--- src/rtl/i2c_csr_bridge_if.sv ---
// Pin-side and CSR-side signals of the I2C-to-CSR bridge.
// The bridge itself connects through the slave modport.
interface i2c_csr_bridge_if;
    logic       scl;
    logic       sda_in;
    logic       sda_oe;
    logic [4:0] csr_a;
    logic [7:0] csr_dout;
    logic       csr_we;
    logic [7:0] csr_din;

    modport slave (
        input  scl, sda_in, csr_din,
        output sda_oe, csr_a, csr_dout, csr_we
    );

    modport master (
        output scl, sda_in, csr_din,
        input  sda_oe, csr_a, csr_dout, csr_we
    );
endinterface

--- src/rtl/i2c_csr_bridge.sv ---
// I2C slave that turns bus transactions into reads and writes on the shared 5-bit CSR bus.
// The first written byte sets the register pointer; later bytes and reads auto-increment it.
module i2c_csr_bridge #(
    parameter logic [6:0] I2C_ADDR = 7'h4a
) (
    input  logic            clk,
    input  logic            rst,
    i2c_csr_bridge_if.slave bus
);
    localparam logic [3:0] S_IDLE     = 4'd0;
    localparam logic [3:0] S_ADDR     = 4'd1;
    localparam logic [3:0] S_ADDR_ACK = 4'd2;
    localparam logic [3:0] S_REG      = 4'd3;
    localparam logic [3:0] S_REG_ACK  = 4'd4;
    localparam logic [3:0] S_WR       = 4'd5;
    localparam logic [3:0] S_WR_ACK   = 4'd6;
    localparam logic [3:0] S_RD       = 4'd7;
    localparam logic [3:0] S_RD_ACK   = 4'd8;

    logic       scl_p0, scl_p1, scl_p2;
    logic       sda_p0, sda_p1, sda_p2;
    logic       scl_rise, scl_fall, start_det, stop_det;
    logic [7:0] byte_in;

    logic [3:0] state;
    logic [3:0] bit_cnt;
    logic [7:0] shift;
    logic [4:0] ptr;
    logic       rw;
    logic       sda_oe_r;
    logic       csr_we_r;
    logic [7:0] csr_dout_r;

    // Stage p0/p1: two-flop synchronizer; p2: delayed copy for edge detection.
    // Held at the idle-bus level during reset so no phantom start is seen.
    always_ff @(posedge clk) begin
        if (rst) begin
            scl_p0 <= 1'b1;
            scl_p1 <= 1'b1;
            scl_p2 <= 1'b1;
            sda_p0 <= 1'b1;
            sda_p1 <= 1'b1;
            sda_p2 <= 1'b1;
        end else begin
            scl_p0 <= bus.scl;
            scl_p1 <= scl_p0;
            scl_p2 <= scl_p1;
            sda_p0 <= bus.sda_in;
            sda_p1 <= sda_p0;
            sda_p2 <= sda_p1;
        end
    end

    assign scl_rise  =  scl_p1 & ~scl_p2;
    assign scl_fall  = ~scl_p1 &  scl_p2;
    assign start_det =  scl_p1 &  scl_p2 & ~sda_p1 &  sda_p2;
    assign stop_det  =  scl_p1 &  scl_p2 &  sda_p1 & ~sda_p2;
    assign byte_in   = {shift[6:0], sda_p1};

    // Protocol engine; acts on the event pulses one clk after they form.
    always_ff @(posedge clk) begin
        if (rst) begin
            state      <= S_IDLE;
            bit_cnt    <= 4'd0;
            ptr        <= 5'd0;
            rw         <= 1'b0;
            sda_oe_r   <= 1'b0;
            csr_we_r   <= 1'b0;
            csr_dout_r <= 8'd0;
        end else begin
            csr_we_r <= 1'b0;
            if (csr_we_r)
                ptr <= ptr + 5'd1;

            if (start_det) begin
                state    <= S_ADDR;
                bit_cnt  <= 4'd0;
                sda_oe_r <= 1'b0;
            end else if (stop_det) begin
                state    <= S_IDLE;
                sda_oe_r <= 1'b0;
            end else begin
                case (state)
                    S_ADDR: if (scl_rise) begin
                        shift   <= byte_in;
                        bit_cnt <= bit_cnt + 4'd1;
                        if (bit_cnt == 4'd7) begin
                            bit_cnt <= 4'd0;
                            if (byte_in[7:1] == I2C_ADDR) begin
                                rw    <= byte_in[0];
                                state <= S_ADDR_ACK;
                            end else begin
                                state <= S_IDLE;
                            end
                        end
                    end

                    S_REG, S_WR: if (scl_rise) begin
                        shift   <= byte_in;
                        bit_cnt <= bit_cnt + 4'd1;
                        if (bit_cnt == 4'd7) begin
                            bit_cnt <= 4'd0;
                            if (state == S_REG) begin
                                ptr   <= byte_in[4:0];
                                state <= S_REG_ACK;
                            end else begin
                                csr_we_r   <= 1'b1;
                                csr_dout_r <= byte_in;
                                state      <= S_WR_ACK;
                            end
                        end
                    end

                    // sda_oe doubles as the slot phase: low means the ACK slot has not begun yet.
                    S_ADDR_ACK, S_REG_ACK, S_WR_ACK: if (scl_fall) begin
                        if (!sda_oe_r) begin
                            sda_oe_r <= 1'b1;
                        end else if (state == S_ADDR_ACK && rw) begin
                            shift    <= bus.csr_din;
                            ptr      <= ptr + 5'd1;
                            sda_oe_r <= ~bus.csr_din[7];
                            bit_cnt  <= 4'd1;
                            state    <= S_RD;
                        end else begin
                            sda_oe_r <= 1'b0;
                            state    <= (state == S_ADDR_ACK) ? S_REG : S_WR;
                        end
                    end

                    S_RD: if (scl_fall) begin
                        if (bit_cnt == 4'd8) begin
                            sda_oe_r <= 1'b0;
                            state    <= S_RD_ACK;
                        end else begin
                            shift    <= {shift[6:0], 1'b0};
                            sda_oe_r <= ~shift[6];
                            bit_cnt  <= bit_cnt + 4'd1;
                        end
                    end

                    // A NACK ends the read at the rise, so any fall seen here follows an ACK.
                    S_RD_ACK: begin
                        if (scl_rise && sda_p1) begin
                            state <= S_IDLE;
                        end else if (scl_fall) begin
                            shift    <= bus.csr_din;
                            ptr      <= ptr + 5'd1;
                            sda_oe_r <= ~bus.csr_din[7];
                            bit_cnt  <= 4'd1;
                            state    <= S_RD;
                        end
                    end

                    default: ;
                endcase
            end
        end
    end

    assign bus.sda_oe   = sda_oe_r;
    assign bus.csr_a    = ptr;
    assign bus.csr_dout = csr_dout_r;
    assign bus.csr_we   = csr_we_r;
endmodule

--- src/flat_wrapper.sv ---
// flat-port wrapper written by rule: the top's interface ports become plain ports
module i2c_csr_bridge_flat 
#(
    parameter logic [6:0] I2C_ADDR = 7'h4a
)
  (clk, rst, bus_scl, bus_sda_in, bus_csr_din, bus_sda_oe, bus_csr_a, bus_csr_dout, bus_csr_we);
  i2c_csr_bridge_if bus_i ();
  input  logic clk;
  input  logic rst;
  input wire logic [$bits(bus_i.scl)-1:0] bus_scl;
  input wire logic [$bits(bus_i.sda_in)-1:0] bus_sda_in;
  input wire logic [$bits(bus_i.csr_din)-1:0] bus_csr_din;
  output wire logic [$bits(bus_i.sda_oe)-1:0] bus_sda_oe;
  output wire logic [$bits(bus_i.csr_a)-1:0] bus_csr_a;
  output wire logic [$bits(bus_i.csr_dout)-1:0] bus_csr_dout;
  output wire logic [$bits(bus_i.csr_we)-1:0] bus_csr_we;
  assign bus_i.scl = bus_scl;
  assign bus_i.sda_in = bus_sda_in;
  assign bus_i.csr_din = bus_csr_din;
  assign bus_sda_oe = bus_i.sda_oe;
  assign bus_csr_a = bus_i.csr_a;
  assign bus_csr_dout = bus_i.csr_dout;
  assign bus_csr_we = bus_i.csr_we;
  i2c_csr_bridge #(.I2C_ADDR(I2C_ADDR)) u_core (.clk(clk), .rst(rst), .bus(bus_i));
endmodule
--- config.mk ---
export PLATFORM = sky130hd
export DESIGN_NAME = i2c_csr_bridge_flat
export DESIGN_NICKNAME = d
export VERILOG_FILES = /design/src/rtl/i2c_csr_bridge_if.sv /design/src/rtl/i2c_csr_bridge.sv /design/src/flat_wrapper.sv
export SDC_FILE = /design/constraint.sdc
export NUM_CORES = 1
export LEC_CHECK = 0
export CORE_MARGIN = 2
export CORE_UTILIZATION = 51
export CTS_CLUSTER_SIZE = 12
export DETAILED_ROUTE_END_ITERATION = 8
export PLACE_DENSITY = 0.77
export SLEW_MARGIN = 20
export SYNTH_ARGS = -nofsm -noshare
export SYNTH_HDL_FRONTEND = slang
export SYNTH_SLANG_ARGS = --single-unit
--- constraint.sdc ---
create_clock -name clk -period 2.6 [get_ports clk]
set_input_delay 0.26 -clock clk [delete_from_list [all_inputs] [get_ports clk]]
set_output_delay 0.26 -clock clk [all_outputs]
set_load 0.02 [all_outputs]
# == After elaboration in Yosys (flattened, before gate mapping) ==
# Index checks and enable logic that the tools add are counted.
# word_totals
regBits,37
output_inout_bits,15
elab_cells,147
input_bits,12
# op_classes
n_bitwise,20
n_addsub,2
mux,57
reduce_logical,19
n_eq_ne,34
# op_table
op,n
2-to-1 mux 4 bit,20
2-to-1 mux 7 bit,8
2-to-1 mux 5 bit,11
!= test 4 x 1 -> 1 bit (second input constant),8
AND reduction 10 bit,3
one-hot mux 7 bit (4 select lines),1
!= test 2 x 1 -> 1 bit (second input constant),11
equality test 4 x 3 -> 1 bit (second input constant),5
one-hot mux 4 bit (5 select lines),1
one-hot mux 4 bit (4 select lines),1
one-hot mux 5 bit (3 select lines),1
inverter 1 bit,13
AND reduction 12 bit,1
AND reduction 6 bit,2
2-to-1 mux 1 bit,10
OR reduction 3 bit,3
equality test 4 x 2 -> 1 bit (second input constant),2
equality test 4 bit (second input constant),2
AND 1 bit,7
equality test 7 bit (second input constant),1
nonzero test 7 bit,1
OR reduction 6 bit,1
adder 5 x 1 -> 5 bit (second input constant),1
!= test 5 x 1 -> 1 bit (second input constant),1
13 further kinds,17

# == Longest topological paths before layout ==
# Gate-level depths: netlist of run 1.
# depth
depth_word,8
depth_mapped,7
depth_no_buf,7

# == Worst setup path before layout of run 1 ==
# No wires, ideal clock.
# synth_timing
path_type,register -> register
from,reg u_core.state[1]
to,reg u_core.shift[0] (enable)
synth_period_minus_slack_ns,2.113
arrival_time_ns,1.753
path_buffers,1
setup_time_ns,0.360
stages_incl_launch_ff,6
slack_ns,0.487
required_ns,2.240
cell_sequence,dfxtp_1 -> buf_6 -> or4b_4 -> o21ai_1 -> nand3_1 -> nor2_1
# synth_between
elab_chain_len,4
word_cells_on_any_way,21
cone_classes,eq/ne: 16; reduce/logical: 5
# synth_lines
item,line,source
from (decl),i2c_csr_bridge.sv:25,logic [3:0] state;
from (signal assigned),i2c_csr_bridge.sv:126,state <= (state == S_ADDR_ACK) ? S_REG : S_WR;
"equality test 4 x 3 -> 1 bit, or another cell as far along",i2c_csr_bridge.sv:83,case (state)
"OR reduction 3 bit, or another cell as far along",i2c_csr_bridge.sv:83,
!= test 2 x 1 -> 1 bit (no source line) / nonzero test 4 bit (equally long branches),-,
AND reduction 12 bit (no source line) (*),-,
to (signal assigned),i2c_csr_bridge.sv:85,shift <= byte_in;
to (signal assigned),i2c_csr_bridge.sv:99,shift <= byte_in;
to (signal assigned),i2c_csr_bridge.sv:119,shift <= bus.csr_din;
to (decl),i2c_csr_bridge.sv:27,logic [7:0] shift;
# Every way passes the cells marked *; elsewhere a longest branch is shown, timed or not.
# A chain may end at the register's enable or synchronous reset.

# == Worst setup path in the final report of run 1 ==
# layout_timing
from,reg u_core.state[2]
to,reg u_core.shift[1] (enable)
# Same word-level chain as after synthesis.

==> reports/qor.yml, run 1 <==
clocking:
  cts-hold-fix-buffers: 0
  post_cts_resized: 0
  cts_tree: "yes"
  htree_levels: 2
  clk_latency_ns: 0.29
  clock_path_buffers: 2
  cts_root_buf: "clkbuf_8"
  numCtsBuffers: 5
  clock_sinks: 37
  post_cts_buffers: 0
  path_clk_slew_ns: 0.08
drt:
  routed_via_density: 6.116
  wl_per_cell_um: 16.73
  drt_wl_total_um: 5622
  drc: 0
  drtAntennaViolNets: 0
  drtIter0Drc: 150
  drt_first_pass_iters: 4
  vias: 2055
power:
  p_per_area_mw_per_mm2: 431.6
  leakagePower_nw: 0.9651
  peakVddDrop_v: 0.0002878
worst_setup_path:
  r2r-start: "u_core.state[2]"
  endpoint_kind: "register"
  crit_fanout: 14
  path_delay_family: "simple AND/OR/NAND/NOR gates"
  slowest_stage: "dfxtp_1"
  regToRegEndpoint: "u_core.shift[1]"
  worstRegToRegCells: 6
  critPathMaxStageDelay_ns: 0.45
  crit_arrival_ns: 2.30
  path_cells: "nor4b_1 -> nand4_1 -> a32oi_2 -> nand3_1 -> nor2_1 -> buf_4"
  worst_ep_required_time_ns: 2.61
  worst-path-buf-inv: 1
  r2r_setup_slack_ns: 0.30
  crit_type: "register to register"
  worst_setup_path_start_kind: "register"
sta:
  drv_slew: 0
  period_share_pct: 88.37
  min_period_ns: 2.298
  worst_slack_ns: 0.3025
  timing.hold.ws_ns: 0.4151
  final-setup-viol-count: 0
  worst_pin_slew_ns: 0.7041
  tns_ns: 0
  rsz0062_at_grt: "false"
  slew_headroom_pct: 52.42
  fin_skew_ns: 0.006972
  finalHoldViolCount: 0
  max_freq_mhz: 435.3
synthesis:
  seq_area_frac_synth_pct: 35.33
  synthDistinctLibCells: 63
  syn_area_mm2: 0.002295
  yosysWarnings: 0
  synth_common_cells: "30 x dfxtp_1, 20 x nor2_1, 15 x nand2_1"
  synth_enable_flop_cells: 7
  synth.area.top_cells: "dfxtp_1 26%, edfxtp_1 9.2%, mux2i_1 5.7%"
  post-synth-top-count-cell: "dfxtp_1"
  synthArstFlopShare_pct: 0
  synth.top_cell.area_share_pct: 26.17
  synth_nets: 272
  synth_top_flop_cell: "dfxtp_1"
  synthCells: 257
  syn_avg_cell_area_um2: 8.929
  ys_ff_latch: 37
  synth_top_cell_by_area: "dfxtp_1"
floorplan:
  fp.coreArea_mm2: 0.004354
  die_w_um: 71.08
  io-pin-count: 27
  rows: 24
  initial_utilization_pct: 52.70
  die_h_um: 71.08
  die_area_mm2: 0.005052
place:
  place_ws_ns: 0.3836
  dp_hpwl_um: 4008
  place_congestion: 0.9215
  port_buffers: 26
  place_area_mm2: 0.002604
worst_hold_path:
  min_from: "u_core.sda_p0"
  hold_path_end: "u_core.sda_p1"
  holdPathStages: 1
  min_path_type: "register to register"
status:
  status: "completed"
cells_and_area:
  final_util_pct: 62.56
  drive_above_1_share_pct: 16.20
  area_delta_synth_final_pct: 18.70
  final_net_count: 298
  n_antenna_cell: 0
  final_area_mm2: 0.002724
global_route:
  grt_pass1_vias: 1949
  grt_max_degree: 21
  grt_overflow: 0
  grt_pass1_wl_um: 9252
  grt.total_usage_pct: 22.94
  antenna_found_initial: 0
job:
  maxCapViolations: 0
==> through the flow <==
step | instances | power, mW
finish | 336 | 1.176
detailed placement | 328 | 0.6544
CTS | 336 | 1.181
global route | 336 | 1.207
global placement | 328 | 0.6541
floorplan | 257 | 0.6292
==> state kept, by name, summed over array words and instances, names as in the netlist, 4 cells and up <==
register,count
u_core.bus.csr_dout,8
u_core.shift,7
u_core.bus.csr_a,5
u_core.bit_cnt,4
u_core.state,4
==> layout by cell type (no fill, tap or decap), types with 3 or more instances in the layout <==
cell type	netlist	routed
o211ai_1	3	3
a21oi_1	10	10
edfxtp_1	7	7
o31ai_1	4	4
a22oi_1	4	4
buf_4	1	8
xnor2_1	4	4
nor3b_1	3	3
a21oi_2	3	3
mux2i_1	13	13
ha_1	3	3
nand2_1	15	15
nor2b_1	4	4
mux2_2	7	7
a221o_1	3	3
nand3b_1	4	4
o21ai_1	4	4
nor3_1	8	8
nand3_1	8	8
o21ai_0	9	9
nor2_1	20	20
clkdlybuf4s50_1	0	26
inv_1	6	6
nand2b_1	8	8
nand4_1	6	6
dfxtp_1	30	30
clkbuf_8	0	6
or2_2	10	10
==> metal layers <==
| metal | global-route usage [%] | share of wire, % | up-vias |
|---|---|---|---|
| li1 | - | - | 1015 |
| met1 | 31.63 | 46 | 953 |
| met2 | 35.10 | 46 | 70 |
| met3 | 4.274 | 5.0 | 17 |
| met4 | 10.27 | 3.0 | 0 |
| met5 | 0 | 0 | - |
==> how the worst max path moves through the flow <==
stage	to	slack, ns	cells past startpoint	from
global placement	u_core.shift[3]	0.44	6	u_core.state[1]
CTS	u_core.shift[2]	0.30	6	u_core.state[1]
global route	u_core.shift[3]	0.04	6	u_core.state[1]
finish	u_core.shift[1]	0.30	6	u_core.state[2]
detailed placement	u_core.shift[2]	0.38	6	u_core.state[2]
floorplan	u_core.shift[0]	0.49	5	u_core.state[1]
==> cells by family (layout without fill, tap and decap cells) <==
family	Yosys count	after routing	synth area share (%)
AND/OR/NAND/NOR	105	105	26.45
AO/OA/AOI/OAI	65	65	20.88
flip-flops	37	37	35.33
buffers and inverters	21	48	4.307
multiplexers	20	20	9.106
XOR/XNOR	6	6	2.290
adder cells (fa/ha/maj)	3	3	1.636
==> where the power goes <==
part | switching (mW) | internal (mW) | total [mW]
Combinational | 0.0256 | 0.0258 | 0.0514
Sequential | 0.00532 | 0.585 | 0.590
Clock | 0.222 | 0.312 | 0.534
Total | 0.252 | 0.923 | 1.18
==> cell type report <==
class / instances / area, um^2
well taps: 52 / 65.06
flip-flops and latches: 37 / 810.8
clock buffers: 6 / 82.58
multi-input cells: 199 / 1385
repair buffers: 34 / 320.3
clock inverters: 2 / 37.54
inverters: 6 / 22.52
fillers: 375 / 1630
Note: power is estimated with default switching activity, not from simulation.
==> run 2: changes to the inputs <==
- CORE_UTILIZATION: 51 -> 50
- PLACE_DENSITY: 0.77 -> 0.76
==> run 2 against run 1 <==
  * Combinational power is essentially flat
  * Die area grew 1.9%
  * Clock power shrank 7.5%
  * Global-route usage grew 0.57 points
  * Critical endpoint unchanged
  * Highest routed layer unchanged
==> reports/qor.yml, run 2 (same netlist as run 1, synthesis figures left out) <==
power:
  peakVddDrop_v: 0.0004012
  swShare_pct: 22.13
  leakagePower_nw: 0.9687
  p_per_area_mw_per_mm2: 416.5
  combinationalPowerShare_pct: 4.5
  pwr-share-clk_pct: 43.5
  pwr-share-seq_pct: 52.0
  switchingPower_mw: 0.2513
  p_int_mw: 0.8843
drt:
  vias: 2057
  drt_first_pass_iters: 4
  wl_per_cell_um: 16.91
  drtAntennaViolNets: 0
  drtIter0Drc: 157
  drt_wl_total_um: 5698
  drc: 0
  routed_via_density: 6.104
floorplan:
  die_h_um: 71.75
  io-pin-count: 27
  initial_utilization_pct: 52.34
  die_area_mm2: 0.005147
  rows: 24
  fp.coreArea_mm2: 0.004384
  die_w_um: 71.75
place:
  port_buffers: 26
  dp_cells: 329
  dp_hpwl_um: 4143
  place_ws_ns: 0.3705
  place_congestion: 0.8857
clocking:
  post_cts_resized: 0
  path_clk_slew_ns: 0.08
  cts_root_buf: "clkbuf_8"
  numCtsBuffers: 5
  clock_sinks: 37
  cts_tree: "yes"
  post_cts_buffers: 0
  cts-hold-fix-buffers: 0
  clk_latency_ns: 0.29
  clock_path_buffers: 2
  htree_levels: 2
global_route:
  grt_max_degree: 23
  grt_pass1_wl_um: 9473
  grt_overflow: 0
  grt_pass1_vias: 1932
  antenna_found_initial: 0
  grt.total_usage_pct: 23.51
sta:
  worst_slack_ns: 0.2840
  fin_skew_ns: 0.006940
  worst_pin_slew_ns: 0.6101
  min_period_ns: 2.316
  max_freq_mhz: 431.8
  tns_ns: 0
  final-setup-viol-count: 0
  finalHoldViolCount: 0
  drv_slew: 0
  rsz0062_at_grt: "false"
  slew_headroom_pct: 59.01
  period_share_pct: 89.08
worst_setup_path:
  slowest_stage: "nor4b_1"
  worst-path-buf-inv: 1
  crit_type: "register to register"
  endpoint_kind: "register"
  path_depth: 6
  worstRegToRegCells: 6
  path_delay_family: "simple AND/OR/NAND/NOR gates"
  crit_fanout: 13
  crit_arrival_ns: 2.32
  worst_setup_path_start_kind: "register"
  path_cells: "nor4b_1 -> nand4_1 -> a32oi_2 -> nand3_1 -> nor2_1 -> buf_4"
  critPathMaxStageDelay_ns: 0.46
  worst_ep_required_time_ns: 2.60
worst_hold_path:
  holdPathStages: 1
  min_path_type: "register to register"
status:
  status: "completed"
cells_and_area:
  n_antenna_cell: 0
  final_common_cell: "dfxtp_1"
  largest_reg_flops: 8
  mostFrequentLayoutCells: "30 x dfxtp_1, 26 x clkdlybuf4s50_1, 20 x nor2_1"
  drive_above_1_share_pct: 16.49
  area_delta_synth_final_pct: 18.81
  stdcell_count: 337
  final_net_count: 299
job:
  maxCapViolations: 0
-- run 2: stage by stage --
step / total power, mW / area [um^2] / hold WS (ns) / utilization [%]
global route: 1.179 / 2726 / 0.4417 / 62.19
global placement: 0.6545 / 2611 / 0.3915 / 59.56
detailed placement: 0.6549 / 2611 / 0.3928 / 59.56
floorplan: 0.6292 / 2295 / 0.3638 / -
finish: 1.136 / 2726 / 0.4109 / 62.19
CTS: 1.146 / 2726 / 0.4118 / 62.19
-- run 2: final cells by class --
type / count / area [um^2]
fillers: 384 / 1658
clock buffers: 7 / 107.6
inverters: 6 / 22.52
multi-input cells: 199 / 1385
repair buffers: 35 / 327.8
clock inverters: 1 / 7.507
well taps: 52 / 65.06
flip-flops and latches: 37 / 810.8
-- run 2: worst register-to-register path: stages, from the launching register on --
cell and delay [ns]:
dfxtp_1 0.44, nor4b_1 0.46, nand4_1 0.25, a32oi_2 0.37, nand3_1 0.20, nor2_1 0.14, buf_4 0.17
-- run 2: worst paths after layout --
check | from | endpoint | slack (ns)
hold reg to reg | u_core.scl_p0 | u_core.scl_p1 | 0.41
hold / removal | u_core.scl_p0 | u_core.scl_p1 | 0.41
setup reg to reg | u_core.state[3] | u_core.shift[1] | 0.28
setup / recovery | u_core.state[3] | u_core.shift[1] | 0.28
-- run 2: layer usage --
metal	wire, um	track usage [%]	part of all wire, %	up-vias
li1	-	-	-	1020
met1	2661	31.40	47	971
met2	2703	38.37	47	57
met3	246	4.641	4.3	9
met4	87	7.338	1.5	0
met5	0	0	0	-
-- run 2: power groups by stage --
stage                     Sequential (mW)  Combinational, mW  Clock, mW
after global routing                0.592             0.0560      0.532
final                               0.590             0.0512      0.494
after floorplan                     0.600             0.0288          0
after detailed placement            0.604             0.0509          0
after global placement              0.604             0.0507          0
after CTS                           0.590             0.0509      0.504
